--- src/rtl/mux_arb_pkg.sv ---
// mux_arb_pkg: shared state encoding for the 2:1 mux arbiter
package mux_arb_pkg;
  typedef enum logic [1:0] {
    IDLE    = 2'd0,
    GRANT_A = 2'd1,
    GRANT_B = 2'd2
  } state_t;
endpackage

--- src/rtl/mux_1bit.sv ---
// mux_1bit: single-bit 2:1 selector, Y = X ? B : A
module mux_1bit (
  input  logic A,
  input  logic B,
  input  logic X,
  output logic Y
);
  assign Y = X ? B : A;
endmodule

--- src/rtl/mux_arbiter_2to1.sv ---
// mux_arbiter_2to1: round-robin two-requester arbiter with hold limit driving a shared 1-bit mux
module mux_arbiter_2to1
  import mux_arb_pkg::*;
#(
  parameter int HOLD_MAX = 4
) (
  input  logic clk,
  input  logic rst,
  input  logic req_a,
  input  logic req_b,
  input  logic din_a,
  input  logic din_b,
  output logic gnt_a,
  output logic gnt_b,
  output logic sel,
  output logic dout,
  output logic dout_valid
);
  localparam int W = $clog2(HOLD_MAX) + 1;
  localparam logic [W-1:0] LAST = W'(HOLD_MAX - 1);
  state_t state, nxt_state;
  logic last_served;
  logic [W-1:0] hold_cnt, nxt_cnt;
  logic expire, rel_a, rel_b;
  assign expire = hold_cnt == LAST;
  always_comb begin
    rel_a = !req_a || expire;
    rel_b = !req_b || expire;
    case (state)
      IDLE:    nxt_state = (req_a && req_b) ? (last_served ? GRANT_A : GRANT_B) :
                           req_a ? GRANT_A : req_b ? GRANT_B : IDLE;
      GRANT_A: nxt_state = !rel_a ? GRANT_A : req_b ? GRANT_B : req_a ? GRANT_A : IDLE;
      GRANT_B: nxt_state = !rel_b ? GRANT_B : req_a ? GRANT_A : req_b ? GRANT_B : IDLE;
      default: nxt_state = IDLE;
    endcase
    nxt_cnt = (nxt_state == state && state != IDLE && !expire) ? hold_cnt + 1'b1 : '0;
  end
  always_ff @(posedge clk) begin
    if (rst) begin
      state       <= IDLE;
      gnt_a       <= 1'b0;
      gnt_b       <= 1'b0;
      sel         <= 1'b0;
      hold_cnt    <= '0;
      last_served <= 1'b1;
    end else begin
      state       <= nxt_state;
      gnt_a       <= nxt_state == GRANT_A;
      gnt_b       <= nxt_state == GRANT_B;
      sel         <= nxt_state == GRANT_B ? 1'b1 : nxt_state == GRANT_A ? 1'b0 : sel;
      hold_cnt    <= nxt_cnt;
      last_served <= nxt_state == GRANT_B ? 1'b1 : nxt_state == GRANT_A ? 1'b0 : last_served;
    end
  end
  mux_1bit u_mux (
    .A(din_a),
    .B(din_b),
    .X(sel),
    .Y(dout)
  );
  assign dout_valid = (gnt_a & req_a) | (gnt_b & req_b);
endmodule

--- config.mk ---
export PLATFORM = sky130hd
export DESIGN_NAME = mux_arbiter_2to1
export DESIGN_NICKNAME = d
export VERILOG_FILES = /design/src/rtl/mux_arb_pkg.sv /design/src/rtl/mux_1bit.sv /design/src/rtl/mux_arbiter_2to1.sv
export SDC_FILE = /design/constraint.sdc
export NUM_CORES = 1
export LEC_CHECK = 0
export ABC_AREA = 1
export BUFFER_PORTS_ARGS = -buffer_cell sky130_fd_sc_hd__buf_4
export CELL_PAD_IN_SITES_DETAIL_PLACEMENT = 0
export CELL_PAD_IN_SITES_GLOBAL_PLACEMENT = 1
export CORE_MARGIN = 5
export CORE_UTILIZATION = 30
export CTS_BUF_LIST = sky130_fd_sc_hd__clkbuf_16
export DETAILED_ROUTE_END_ITERATION = 12
export PLACE_DENSITY = 0.7
export SLEW_MARGIN = 0
export SYNTH_ARGS = -nofsm -noshare
export SYNTH_HDL_FRONTEND = slang
export SYNTH_SLANG_ARGS = --single-unit
--- constraint.sdc ---
create_clock -name clk -period 2.2 [get_ports clk]
set_clock_uncertainty 0.1 [all_clocks]
set_input_delay 0.11 -clock clk [delete_from_list [all_inputs] [get_ports clk]]
set_output_delay 0.11 -clock clk [all_outputs]
set_load 0.005 [all_outputs]
After elaboration in Yosys (flattened, before gate mapping):

Index checks and enable logic that the tools add are counted.

* flip-flop bits (word level): 9
* word-level logic and storage cells: 42
* output and inout port bits: 5

* muxes and demuxes: 12
* bitwise gates (word level): 4
* eq/ne operators: 6
* reduce and logical (&&, ||, !) cells: 13
* $add $sub $neg: 1

Operator list (count)
* 2-bit two-way mux: 7
* 2-bit case mux with 3 select lines: 1
* 2-bit by 1-bit equality test with 1-bit output (second input constant): 2
* 2-bit equality test (second input constant): 2
* 1-bit two-way mux: 4
* 2-bit nonzero test: 2
* 2-bit OR reduction: 2
* 3-bit by 1-bit adder with 3-bit output (second input constant): 1
* 3-bit by 2-bit equality test with 1-bit output (second input constant): 1
* 1-bit logical AND: 3
* 1-bit logical NOT: 3
* 1-bit AND: 2
* 2-bit equality test: 1
* 2-bit logical NOT: 1
* 1-bit logical OR: 2
* 1-bit NOT: 1
* 1-bit bitwise OR: 1

Logic depth before layout (Yosys ltp):

Gate-level depths: netlist of the first run.

* depth after elaboration: 9
* depth in mapped cells: 12

By module:

A second synthesis of the first run with hierarchy kept.

* cells, all modules: 65
* area total of the unflattened synthesis: 462.9 µm²

By module, submodules not included
* mux_arbiter_2to1: cells each 61, instances 1, sequential area each 180.2 µm², area an instance 447.9 µm²
* mux_1bit: cells each 4, instances 1, sequential area each 0.0 µm², area an instance 15.0 µm²

Worst setup path before layout of the first run:

OpenSTA, ideal clock, no wires.

* path type: register -> register
* start point: reg hold_cnt[0]
* end point: reg sel
* cell stages (with the launch flop): 10
* slack: 504 ps
* arrival time: 1483 ps
* cell sequence: dfxtp_1 ha_1 ha_1 nand2_1 nand3_1 nand3_1 inv_1 ha_1 a21oi_1 nor2_1

* longest elaborated chain between the ends: 6
* elaborated cells on any way between the ends: 10
* classes of those cells: eq/ne (3); mux (4); reduce/logical (3)

Ends and longest elaborated chain
* start: declaration: line mux_arbiter_2to1.sv:23 `logic [W-1:0] hold_cnt, nxt_cnt;`
* start signal: assignment: line mux_arbiter_2to1.sv:51 `hold_cnt <= nxt_cnt;`
* 3-bit by 2-bit equality test with 1-bit output (*): line mux_arbiter_2to1.sv:25 `assign expire = hold_cnt == LAST;`
* 1-bit logical OR (on tied branches): line mux_arbiter_2to1.sv:28, mux_arbiter_2to1.sv:27
* 2-bit two-way mux (on tied branches): line mux_arbiter_2to1.sv:33, mux_arbiter_2to1.sv:32
* 2-bit case mux with 3 select lines (*): line mux_arbiter_2to1.sv:29 `case (state)`
* net nxt_state[0]: line mux_arbiter_2to1.sv:21 `state_t state, nxt_state;`
* 2-bit equality test or 2-bit by 1-bit equality test with 1-bit output (tied branches): line mux_arbiter_2to1.sv:50 `sel <= nxt_state == GRANT_B ? 1'b1 : nxt_state == GRANT_A ? 1'b0 : sel;`
* 1-bit two-way mux or 2-bit nonzero test (tied branches)
* end signal: assignment: line mux_arbiter_2to1.sv:50
* end: declaration: line mux_arbiter_2to1.sv:15 `output logic sel,`

The timed path passes the listed nets; every way through them passes the cells marked *.
A chain may end at the register's enable or synchronous reset.

Final worst setup path of the first run:

Ends and elaborated chain as after synthesis.

==> results of run 1 <==
through the flow:
step	cell area [sq um]	hold WS (ns)	utilization	instances	power (mW)
3_5_place_dp	554	0.226	0.377	88	0.321
6_report	643	0.273	0.437	93	0.626
3_3_place_gp	554	0.223	0.377	88	0.321
2_1_floorplan	459	0.0813	-	62	0.277
4_1_cts	643	0.283	0.437	93	0.636
5_1_grt	643	0.346	0.437	93	0.667
logic make-up (layout without fill, tap and decap cells):
family | Yosys count | count (layout) | share of synthesized area
and+or+nand+nor | 31 | 31 | 0.311
AOI/OAI and AO/OA | 3 | 3 | 0.0490
buffers and inverters | 14 | 29 | 0.114
DFF | 9 | 9 | 0.392
muxes | 1 | 1 | 0.0245
adders and majority gates | 4 | 4 | 0.109
layer usage:
layer | global-route usage | up-vias
met5 | 0 | -
met4 | 0.0583 | 0
met3 | 0.0398 | 2
met2 | 0.127 | 10
met1 | 0.0985 | 177
li1 | - | 221
flip-flops by register name, summed over array words and instances (netlist names):
register	count
hold_cnt	3
state	2
gnt_a	1
gnt_b	1
last_served	1
sel	1
path summary, 6_finish.rpt:
kind	end
min reg2reg	hold_cnt[0]$_SDFF_PP0_
max	sel$_SDFFE_PP0P_
min	state[1]$_SDFF_PP0_
max reg2reg	sel$_SDFFE_PP0P_
power groups by stage:
stage               logic [mW]  registers (mW)  clock network [mW]
floorplan               0.0818           0.195                   0
finish                   0.125           0.193               0.308
CTS                      0.128           0.193               0.315
detailed placement       0.125           0.196                   0
global route             0.145           0.197               0.325
global placement         0.126           0.195                   0
tightest hold or removal path: stages:
cell	delay, ns
buf_4	0.11
nand3_1	0.08
nand3_1	0.15
nand2_1	0.08
inv_1	0.04
cell usage after synthesis, drive strengths merged:
| library cell | n | area, sq um |
|---|---|---|
| nand2 | 12 | 45.0 |
| dfxtp | 9 | 180 |
| nor2 | 10 | 37.5 |
| a21oi | 1 | 5.00 |
| inv | 14 | 52.6 |
| ha | 4 | 50.1 |
| nand4 | 1 | 12.5 |
| a22o | 1 | 10.0 |
| o211ai | 1 | 7.51 |
| nand3b | 1 | 7.51 |
| mux2 | 1 | 11.3 |
| nand3 | 7 | 40.0 |
what timing repair did:
action                                  4_1_cts  5_1_grt
hold endpoints to repair                      3        0
hold buffers                                  1        0
endpoints found under the setup margin        0        0
layout make-up:
cell class / count / area, sq um
Multi-Input combinational cell: 39 / 226
Timing Repair Buffer: 11 / 85.1
Clock inverter: 1 / 3.75
Clock buffer: 3 / 75.1
Inverter: 14 / 52.6
Sequential cell: 9 / 180
Fill cell: 156 / 828
Tap cell: 16 / 20.0
==> metrics, run 1 <==
status completed; insertion delay to the later sink of the worst-skew pair 0.23 ns; Min-Delay Path Class primary input to flop; logic depth of the worst path, buffers included 10; total negative slack 0 ns; Root Buffer Master clkbuf_16; routed length on met1 409 um; router iterations before antenna repair 4; post-synthesis net count 72; buffers and inverters on the worst path 2; pin count of the biggest net entering global routing 7; number of cells on the worst hold path 5; post-detail-place hpwl 663 um; routed wire length 829 um; count of mapped cells out of synthesis 62; category of the critical setup timing path flop to flop; Routed Antenna Nets 0; depth of the most critical reg-to-reg path 10; max-slew violation count 0; Post-CTS Resized 0; die outline height 49.1 um; synthesis-stage register bit count 9; Place WS 0.383 ns; total power divided by cell area 973 nW/um^2; Die Outline Area 2410 sq um; portion of total power attributed to sequential cells 0.308; startpoint class of the critical path flop; number of port buffers 10; largest stage delay on the critical path 0.30 ns; via count of the first global-routing pass 407; minimum clock period after layout 1.81 ns; number of H-tree levels 1; highest routing layer actually used met4; sw frac 0.235; count of endpoints failing setup in the final report 0; maximum clock rate 554 MHz; total count of hold-check failures in the final report 0; beginning of the worst hold path req_b; number of sinks handled by clock tree synthesis 9; Residual DRC 0; CP required 2.22 ns; n_diodes 0; initial antenna violation count 0; slowest CP cell dfxtp_1; switching power 147 uW; number of buffers created by CTS 3; worst ir drop on vdd 0.000461 V; GRT Residual Overflow 0; TritonCTS clock tree built; origin of the worst setup path hold_cnt[0]$_SDFF_PP0_; # nets final 88; Max-Cap Viols 0; type of destination of the critical path flop; Post-CTS Setup Bufs 0; number of buffers on the longest clock path 2; Setup WS post-layout 0.394 ns; logic gate share of total power 0.200; detail-routed net length per standard cell 8.91 um; flop-to-flop setup slack 0.39 ns; Total Routing Usage GR 0.0866; Core Region 1470 sq um; boundary pin count 11; total met3 wirelength after detailed routing 52 um; number of design-rule violations left by the first detailed-router iteration 4; count of cell types in the netlist 13; total via count after detailed routing 410; signal arrival time at the worst endpoint 1.83 ns; commonest non-fill, non-tap cell in the layout inv_1; Mapped Avg Cell Area 7.41 sq um; Final period util 0.821; commonest cells after routing, fill and taps aside 15 x inv_1, 12 x nand2_1, 10 x nor2_1, 10 x buf_4, 9 x dfxtp_1; Layout area overhead 40.1%; ratio of cells with drive above 1 in the final layout 0.221; DR WL met2 356 um; most repeated library cell on the critical path ha_1; RSZ-0062 raised after global routing false; routed vias/inst 4.41; warning count from the yosys run 0; Placer Congestion 0.718; Rows 14; RR Startpoint hold_cnt[0]$_SDFF_PP0_; part of the total power dissipated in the clock network 0.492; critical-path maximum fanout 3; CP delay by family, top adder cells; global-route wire length before repair 1610 um; Slew @ Worst Pin 0.159 ns; CTS clock-pin slew for the worst setup and hold paths 0.04 ns; cell area after synthesis 459 sq um; sequential area share after synthesis 0.392; list of cells traversed by the critical path ha_1 > ha_1 > inv_1 > nand2_1 > nand3_1 > nand3_1 > inv_1 > ha_1 > a21oi_1 > nor2_1; die extent in x 49.1 um; initial core utilization 0.312; leakage power 0.346 nW; Max transition margin 0.894; Internal Pwr Total 479 uW
(Power assumes the default switching activity.)
==> inputs of run 2 (changes only) <==
==> constraint.sdc (replaced) <==
create_clock -name clk -period 1.75 [get_ports clk]
set_clock_uncertainty 0.1 [all_clocks]
set_input_delay 0.0875 -clock clk [delete_from_list [all_inputs] [get_ports clk]]
set_output_delay 0.0875 -clock clk [all_outputs]
set_load 0.005 [all_outputs]
==> metrics, run 2 (synthesis gave the netlist of run 1 again) <==
status completed (unchanged); Max transition margin 0.811 (was 0.894); die outline height 49.1 um (unchanged); flip-flop count of the largest register after layout 3 (unchanged); flop-to-flop setup slack 0.11 ns (was 0.39 ns); Most flops, register hold_cnt (unchanged); sw frac 0.251 (was 0.235); boundary pin count 11 (unchanged); critical-path maximum fanout 3 (unchanged); Root Buffer Master clkbuf_16 (unchanged); portion of total power attributed to sequential cells 0.281 (was 0.308); initial antenna violation count 0 (unchanged); Slew @ Worst Pin 0.283 ns (was 0.159 ns); post-detail-place hpwl 764 um (was 663 um); switching power 220 uW (was 147 uW); CTS clock-pin slew for the worst setup and hold paths 0.04 ns (about the same); routed wire length 1070 um (was 829 um); maximum clock rate 609 MHz (was 554 MHz); number of H-tree levels 1 (unchanged); category of the critical setup timing path flop to flop (unchanged); initial core utilization 0.312 (unchanged); total via count after detailed routing 438 (was 410); Final period util 0.938 (was 0.821); Final Util 0.531 (was 0.437); final total power 876 uW (was 626 uW); number of sinks handled by clock tree synthesis 9 (unchanged); insertion delay to the later sink of the worst-skew pair 0.23 ns (about the same); GRT Residual Overflow 0 (unchanged); commonest non-fill, non-tap cell in the layout buf_4 (was inv_1); ratio of cells with drive above 1 in the final layout 0.488 (was 0.221); Core Region 1470 sq um (unchanged); type of destination of the critical path flop (unchanged); number of buffers on the longest clock path 2 (unchanged); number of port buffers 10 (unchanged); Routed Antenna Nets 0 (unchanged); startpoint class of the critical path flop (unchanged); number of buffers created by CTS 3 (unchanged); minimum clock period after layout 1.64 ns (was 1.81 ns); Final Non-Filler Cells 100 (was 93); number of design-rule violations left by the first detailed-router iteration 4 (unchanged); Max-Cap Viols 0 (unchanged); die extent in x 49.1 um (unchanged); Residual DRC 0 (unchanged); max-slew violation count 0 (unchanged); total power divided by cell area 1120 nW/um^2 (was 973 nW/um^2); Setup WS post-layout 0.108 ns (was 0.394 ns); part of the total power dissipated in the clock network 0.438 (was 0.492); Place WS -0.0456 ns (was 0.383 ns); total count of hold-check failures in the final report 0 (unchanged); count of endpoints failing setup in the final report 0 (unchanged); signal arrival time at the worst endpoint 1.66 ns (was 1.83 ns); Rows 14 (unchanged); worst ir drop on vdd 0.000570 V (was 0.000461 V); TritonCTS clock tree built (unchanged); Die Outline Area 2410 sq um (unchanged); Min-Delay Path Class primary input to flop (unchanged); Top Registers hold_cnt (3), state (2) (unchanged); detail-routed net length per standard cell 10.7 um (was 8.91 um); placed instance count 93 (was 88); logic gate share of total power 0.281 (was 0.200); # nets final 95 (was 88); Placer Congestion 0.765 (was 0.718); n_diodes 0 (unchanged); total negative slack 0 ns (unchanged); Total Routing Usage GR 0.0986 (was 0.0866); global-route wire length before repair 1930 um (was 1610 um); pin count of the biggest net entering global routing 7 (unchanged); leakage power 0.389 nW (was 0.346 nW); RSZ-0062 raised after global routing false (unchanged); router iterations before antenna repair 4 (unchanged); routed vias/inst 4.38 (was 4.41); Internal Pwr Total 656 uW (was 479 uW); CP required 1.77 ns (was 2.22 ns); commonest cells after routing, fill and taps aside 17 x buf_4, 12 x inv_1, 9 x nand2_1, 9 x nor2_1, 8 x dfxtp_1 (was 15 x inv_1, 12 x nand2_1, 10 x nor2_1, 10 x buf_4, 9 x dfxtp_1); via count of the first global-routing pass 479 (was 407); Layout area overhead 70.0% (was 40.1%); layout filler cell count 140 (was 156)
run 2: critical path, stage by stage, from the launching register on:
cell	delay, ns
dfxtp_1	0.34
ha_4	0.15
ha_4	0.14
inv_2	0.04
nand2_2	0.06
nand2_1	0.06
nand2_2	0.09
nand3_4	0.10
ha_4	0.29
nor2_2	0.03
a21oi_2	0.09
nor2_1	0.05
run 2: cell type report:
type,count,area [sq um],area share
clock buffers,3,75.1,0.0962
multi-input cells,39,310,0.397
repair buffers,18,138,0.176
inverters,14,52.6,0.0673
clock inverters,1,3.75,0.00481
well taps,16,20.0,0.0256
flip-flops and latches,9,181,0.232
run 2: final timing paths:
kind                     startpoint                     end  depth (start not counted)
max          hold_cnt[1]$_SDFF_PP0_        sel$_SDFFE_PP0P_                         11
max reg2reg  hold_cnt[1]$_SDFF_PP0_        sel$_SDFFE_PP0P_                         11
min                           req_a  hold_cnt[0]$_SDFF_PP0_                          5
min reg2reg  hold_cnt[0]$_SDFF_PP0_  hold_cnt[0]$_SDFF_PP0_                          1
run 2: timing repair:
action,4_1_cts,5_1_grt
buffers inserted,1,1
setup endpoints to repair,2,3
endpoints found under the hold margin,3,0
hold buffers,1,0
gates resized for setup,7,13
pin swaps,3,5
run 2: layer usage:
| metal | part of all wire | global-route usage | vias to the layer above | wire, um |
|---|---|---|---|---|
| met4 | 0.0075 | 0.0269 | 0 | 8 |
| met5 | 0 | 0 | - | 0 |
| met1 | 0.48 | 0.123 | 193 | 511 |
| met2 | 0.48 | 0.161 | 8 | 513 |
| li1 | - | - | 235 | - |
| met3 | 0.036 | 0.0306 | 2 | 39 |
run 2: power groups by stage:
stage	registers, mW	clock network [mW]	logic (mW)
CTS	0.244	0.388	0.218
floorplan	0.245	0	0.103
detailed placement	0.247	0	0.184
finish	0.246	0.384	0.246
global placement	0.246	0	0.184
global route	0.250	0.406	0.272
run 2: stage by stage:
stage | hold slack (ns) | cell area [sq um]
after CTS | 0.316 | 724
final | 0.330 | 781
after global placement | 0.200 | 592
after global routing | 0.352 | 781
after detailed placement | 0.202 | 592
after floorplan | 0.0588 | 459
==> inputs of run 3 (changes only) <==
--- a/config.mk
+++ b/config.mk
@@ -17,4 +17,5 @@
 export SLEW_MARGIN = 0
 export SYNTH_ARGS = -nofsm -noshare
 export SYNTH_HDL_FRONTEND = slang
+export SYNTH_HIERARCHICAL = 1
 export SYNTH_SLANG_ARGS = --single-unit
==> metrics, run 3 <==
status completed (unchanged); number of buffers created by CTS 3 (unchanged); global-route wire length before repair 1770 um (was 1930 um); Top Registers hold_cnt (3), state (2) (unchanged); layout filler cell count 148 (was 140); Routed Antenna Nets 0 (unchanged); Core Region 1490 sq um (was 1470 sq um); Layout area overhead 65.9% (was 70.0%); area of combinational cells with multiple inputs 302 sq um (was 310 sq um); worst ir drop on vdd 0.000714 V (was 0.000570 V); cell area after synthesis 463 sq um (was 459 sq um); Slew @ Worst Pin 0.240 ns (was 0.283 ns); # nets final 97 (was 95); pin count of the biggest net entering global routing 7 (unchanged); Min-Delay Path Class primary input to flop (unchanged); cell type with the highest aggregate area in the netlist dfxtp_1 (unchanged); Final Non-Filler Cells 102 (was 100); count of mapped cells out of synthesis 65 (was 62); number of H-tree levels 1 (unchanged); total power divided by cell area 1110 nW/um^2 (was 1120 nW/um^2); Top FF cell, synth dfxtp_1 (unchanged); number of buffers on the longest clock path 2 (unchanged); Max-Cap Viols 0 (unchanged); cell area after layout 768 sq um (was 781 sq um); router iterations before antenna repair 4 (unchanged); post-detail-place hpwl 740 um (was 764 um); Final period util 0.933 (was 0.938); Max transition margin 0.839 (was 0.811); initial core utilization 0.311 (was 0.312); Total Routing Usage GR 0.0985 (was 0.0986); total negative slack 0 ns (unchanged); Most flops, register hold_cnt (unchanged); largest stage delay on the critical path 0.34 ns (about the same); CTS clock-pin slew for the worst setup and hold paths 0.04 ns (about the same); leakage power 0.389 nW (about the same); post-synthesis net count 75 (was 72); Mapped Avg Cell Area 7.12 sq um (was 7.41 sq um); Commonest cells post-synth 15 x inv_1, 15 x nand2_1, 10 x nor2_1, 9 x dfxtp_1, 6 x nand3_1 (was 14 x inv_1, 12 x nand2_1, 10 x nor2_1, 9 x dfxtp_1, 6 x nand3_1); count of cell types in the netlist 12 (was 13); die outline height 49.3 um (was 49.1 um); n_diodes 0 (unchanged); most area-consuming cells after synthesis dfxtp_1 39%, inv_1 12%, nand2_1 12% (was dfxtp_1 39%, inv_1 11%, ha_1 11%); category of the critical setup timing path flop to flop (unchanged); die extent in x 49.3 um (was 49.1 um); ratio of cells with drive above 1 in the final layout 0.407 (was 0.488); detail-routed net length per standard cell 9.90 um (was 10.7 um); placed instance count 96 (was 93); total count of hold-check failures in the final report 0 (unchanged); most repeated library cell on the critical path ha_4 (unchanged); RSZ-0062 raised after global routing false (unchanged); number of design-rule violations left by the first detailed-router iteration 2 (was 4); maximum clock rate 612 MHz (was 609 MHz); warning count from the yosys run 6 (was 0); routed wire length 1010 um (was 1070 um); minimum clock period after layout 1.63 ns (was 1.64 ns); portion of synthesized cell area occupied by the leading cell type 0.389 (was 0.392); synthesis-stage register bit count 9 (unchanged); type of destination of the critical path flop (unchanged); total area of sequential cells 181 sq um (unchanged); slowest CP cell dfxtp_2 (was dfxtp_1); via count of the first global-routing pass 439 (was 479); CP required 1.78 ns (was 1.77 ns); initial antenna violation count 0 (unchanged); number of sinks handled by clock tree synthesis 9 (unchanged); Root Buffer Master clkbuf_16 (unchanged); max-slew violation count 0 (unchanged); Synth async-reset ratio 0 (unchanged); critical-path maximum fanout 3 (unchanged); list of cells traversed by the critical path ha_4 > ha_4 > inv_2 > nand2_2 > nand2_1 > nand2_2 > nand3_4 > ha_4 > nor2_1 > a21oi_1 > nor2_1 (was ha_4 > ha_4 > inv_2 > nand2_2 > nand2_1 > nand2_2 > nand3_4 > ha_4 > nor2_2 > a21oi_2 > nor2_1); insertion delay to the later sink of the worst-skew pair 0.23 ns (about the same); total via count after detailed routing 462 (was 438); Placer Congestion 0.777 (was 0.765); count of endpoints failing setup in the final report 0 (unchanged); sequential area share after synthesis 0.389 (was 0.392); TritonCTS clock tree built (unchanged); number of flops mapped to enable cells by yosys 0 (unchanged); Die Outline Area 2430 sq um (was 2410 sq um); startpoint class of the critical path flop (unchanged); routed vias/inst 4.53 (was 4.38); commonest non-fill, non-tap cell in the layout buf_4 (unchanged); area after detailed placement 596 sq um (was 592 sq um); signal arrival time at the worst endpoint 1.66 ns (about the same); number of port buffers 10 (unchanged); GRT Residual Overflow 0 (unchanged); Rows 14 (unchanged); Residual DRC 0 (unchanged); boundary pin count 11 (unchanged); commonest cells after routing, fill and taps aside 16 x buf_4, 14 x inv_1, 13 x nand2_1 (was 17 x buf_4, 12 x inv_1, 9 x nand2_1, 9 x nor2_1, 8 x dfxtp_1); flip-flop count of the largest register after layout 3 (unchanged)
==> run 3: changes by cell type in the layout (fill, tap and decap cells not counted), sizes merged <==
cell / previous run / this run
nand2: 12 / 15
buf: 17 / 16
inv: 15 / 16
mux2: 1 / 0
==> run 3: power breakdown <==
group / leakage, nW / internal (mW) / total, mW / switching (mW)
registers: 0.0741 / 0.231 / 0.245 / 0.0141
clock network: 0.0423 / 0.298 / 0.391 / 0.0929
logic: 0.273 / 0.111 / 0.220 / 0.109
total: 0.389 / 0.640 / 0.856 / 0.216
==> run 3: final cells by class <==
class                      instances  share of cell area
clock buffer                       3              0.0977
clock inverter                     1             0.00489
inverter                          15              0.0733
multi-input combinational         41               0.393
sequential                         9               0.236
tap                               16              0.0261
timing repair buffer              17               0.169
==> run 3: logic make-up (layout without fill, tap and decap cells) <==
kind of cell,count (synthesis),after routing,share of synthesized area
buffers and inverters,15,36,0.122
flip-flops,9,9,0.389
adder cells (fa/ha/maj),4,4,0.108
AO/OA/AOI/OAI,3,3,0.0486
AND/OR/NAND/NOR,34,34,0.332
==> run 3: per-layer routing <==
metal  vias to the layer above  share of wire  track usage
met3                         5          0.062       0.0306
met4                         0          0.040       0.0942
met1                       203           0.42        0.104
li1                        243              -            -
met2                        11           0.48        0.150
met5                         -              0            0
==> run 3: timing repair <==
item | in CTS | in global routing
pin swaps | 2 | 4
endpoints found under the setup margin | 2 | 4
buffers inserted | 0 | 1
gates resized for setup | 7 | 9
hold endpoints to repair | 3 | 0
hold buffers | 1 | 0
==> run 3: worst paths after layout <==
path / startpoint / end / slack (ns) / cells past startpoint
min reg2reg: hold_cnt[0]$_SDFF_PP0_ / hold_cnt[0]$_SDFF_PP0_ / 0.34 / 1
max: hold_cnt[0]$_SDFF_PP0_ / sel$_SDFFE_PP0P_ / 0.12 / 11
max reg2reg: hold_cnt[0]$_SDFF_PP0_ / sel$_SDFFE_PP0P_ / 0.12 / 11
min: req_a / state[0]$_SDFF_PP0_ / 0.29 / 6
==> run 3: through the flow <==
stage | utilization | setup slack, ns | power (mW) | hold WS, ns
2_1_floorplan | - | 0.0536 | 0.349 | 0.0588
3_3_place_gp | 0.400 | -0.00973 | 0.432 | 0.201
3_5_place_dp | 0.400 | -0.0538 | 0.433 | 0.198
4_1_cts | 0.487 | 0.00518 | 0.855 | 0.290
5_1_grt | 0.516 | 0.0216 | 0.914 | 0.357
6_report | 0.516 | 0.117 | 0.856 | 0.295
==> run 3: worst max-delay path: cells and delay by family, from the launching register on <==
| kind | cells | cell delay [ns] |
|---|---|---|
| buffers and inverters | 1 | 0.04 |
| adder cells (fa/ha/maj) | 3 | 0.55 |
| flip-flops | 1 | 0.34 |
| AO/OA/AOI/OAI | 1 | 0.10 |
| AND/OR/NAND/NOR | 6 | 0.39 |
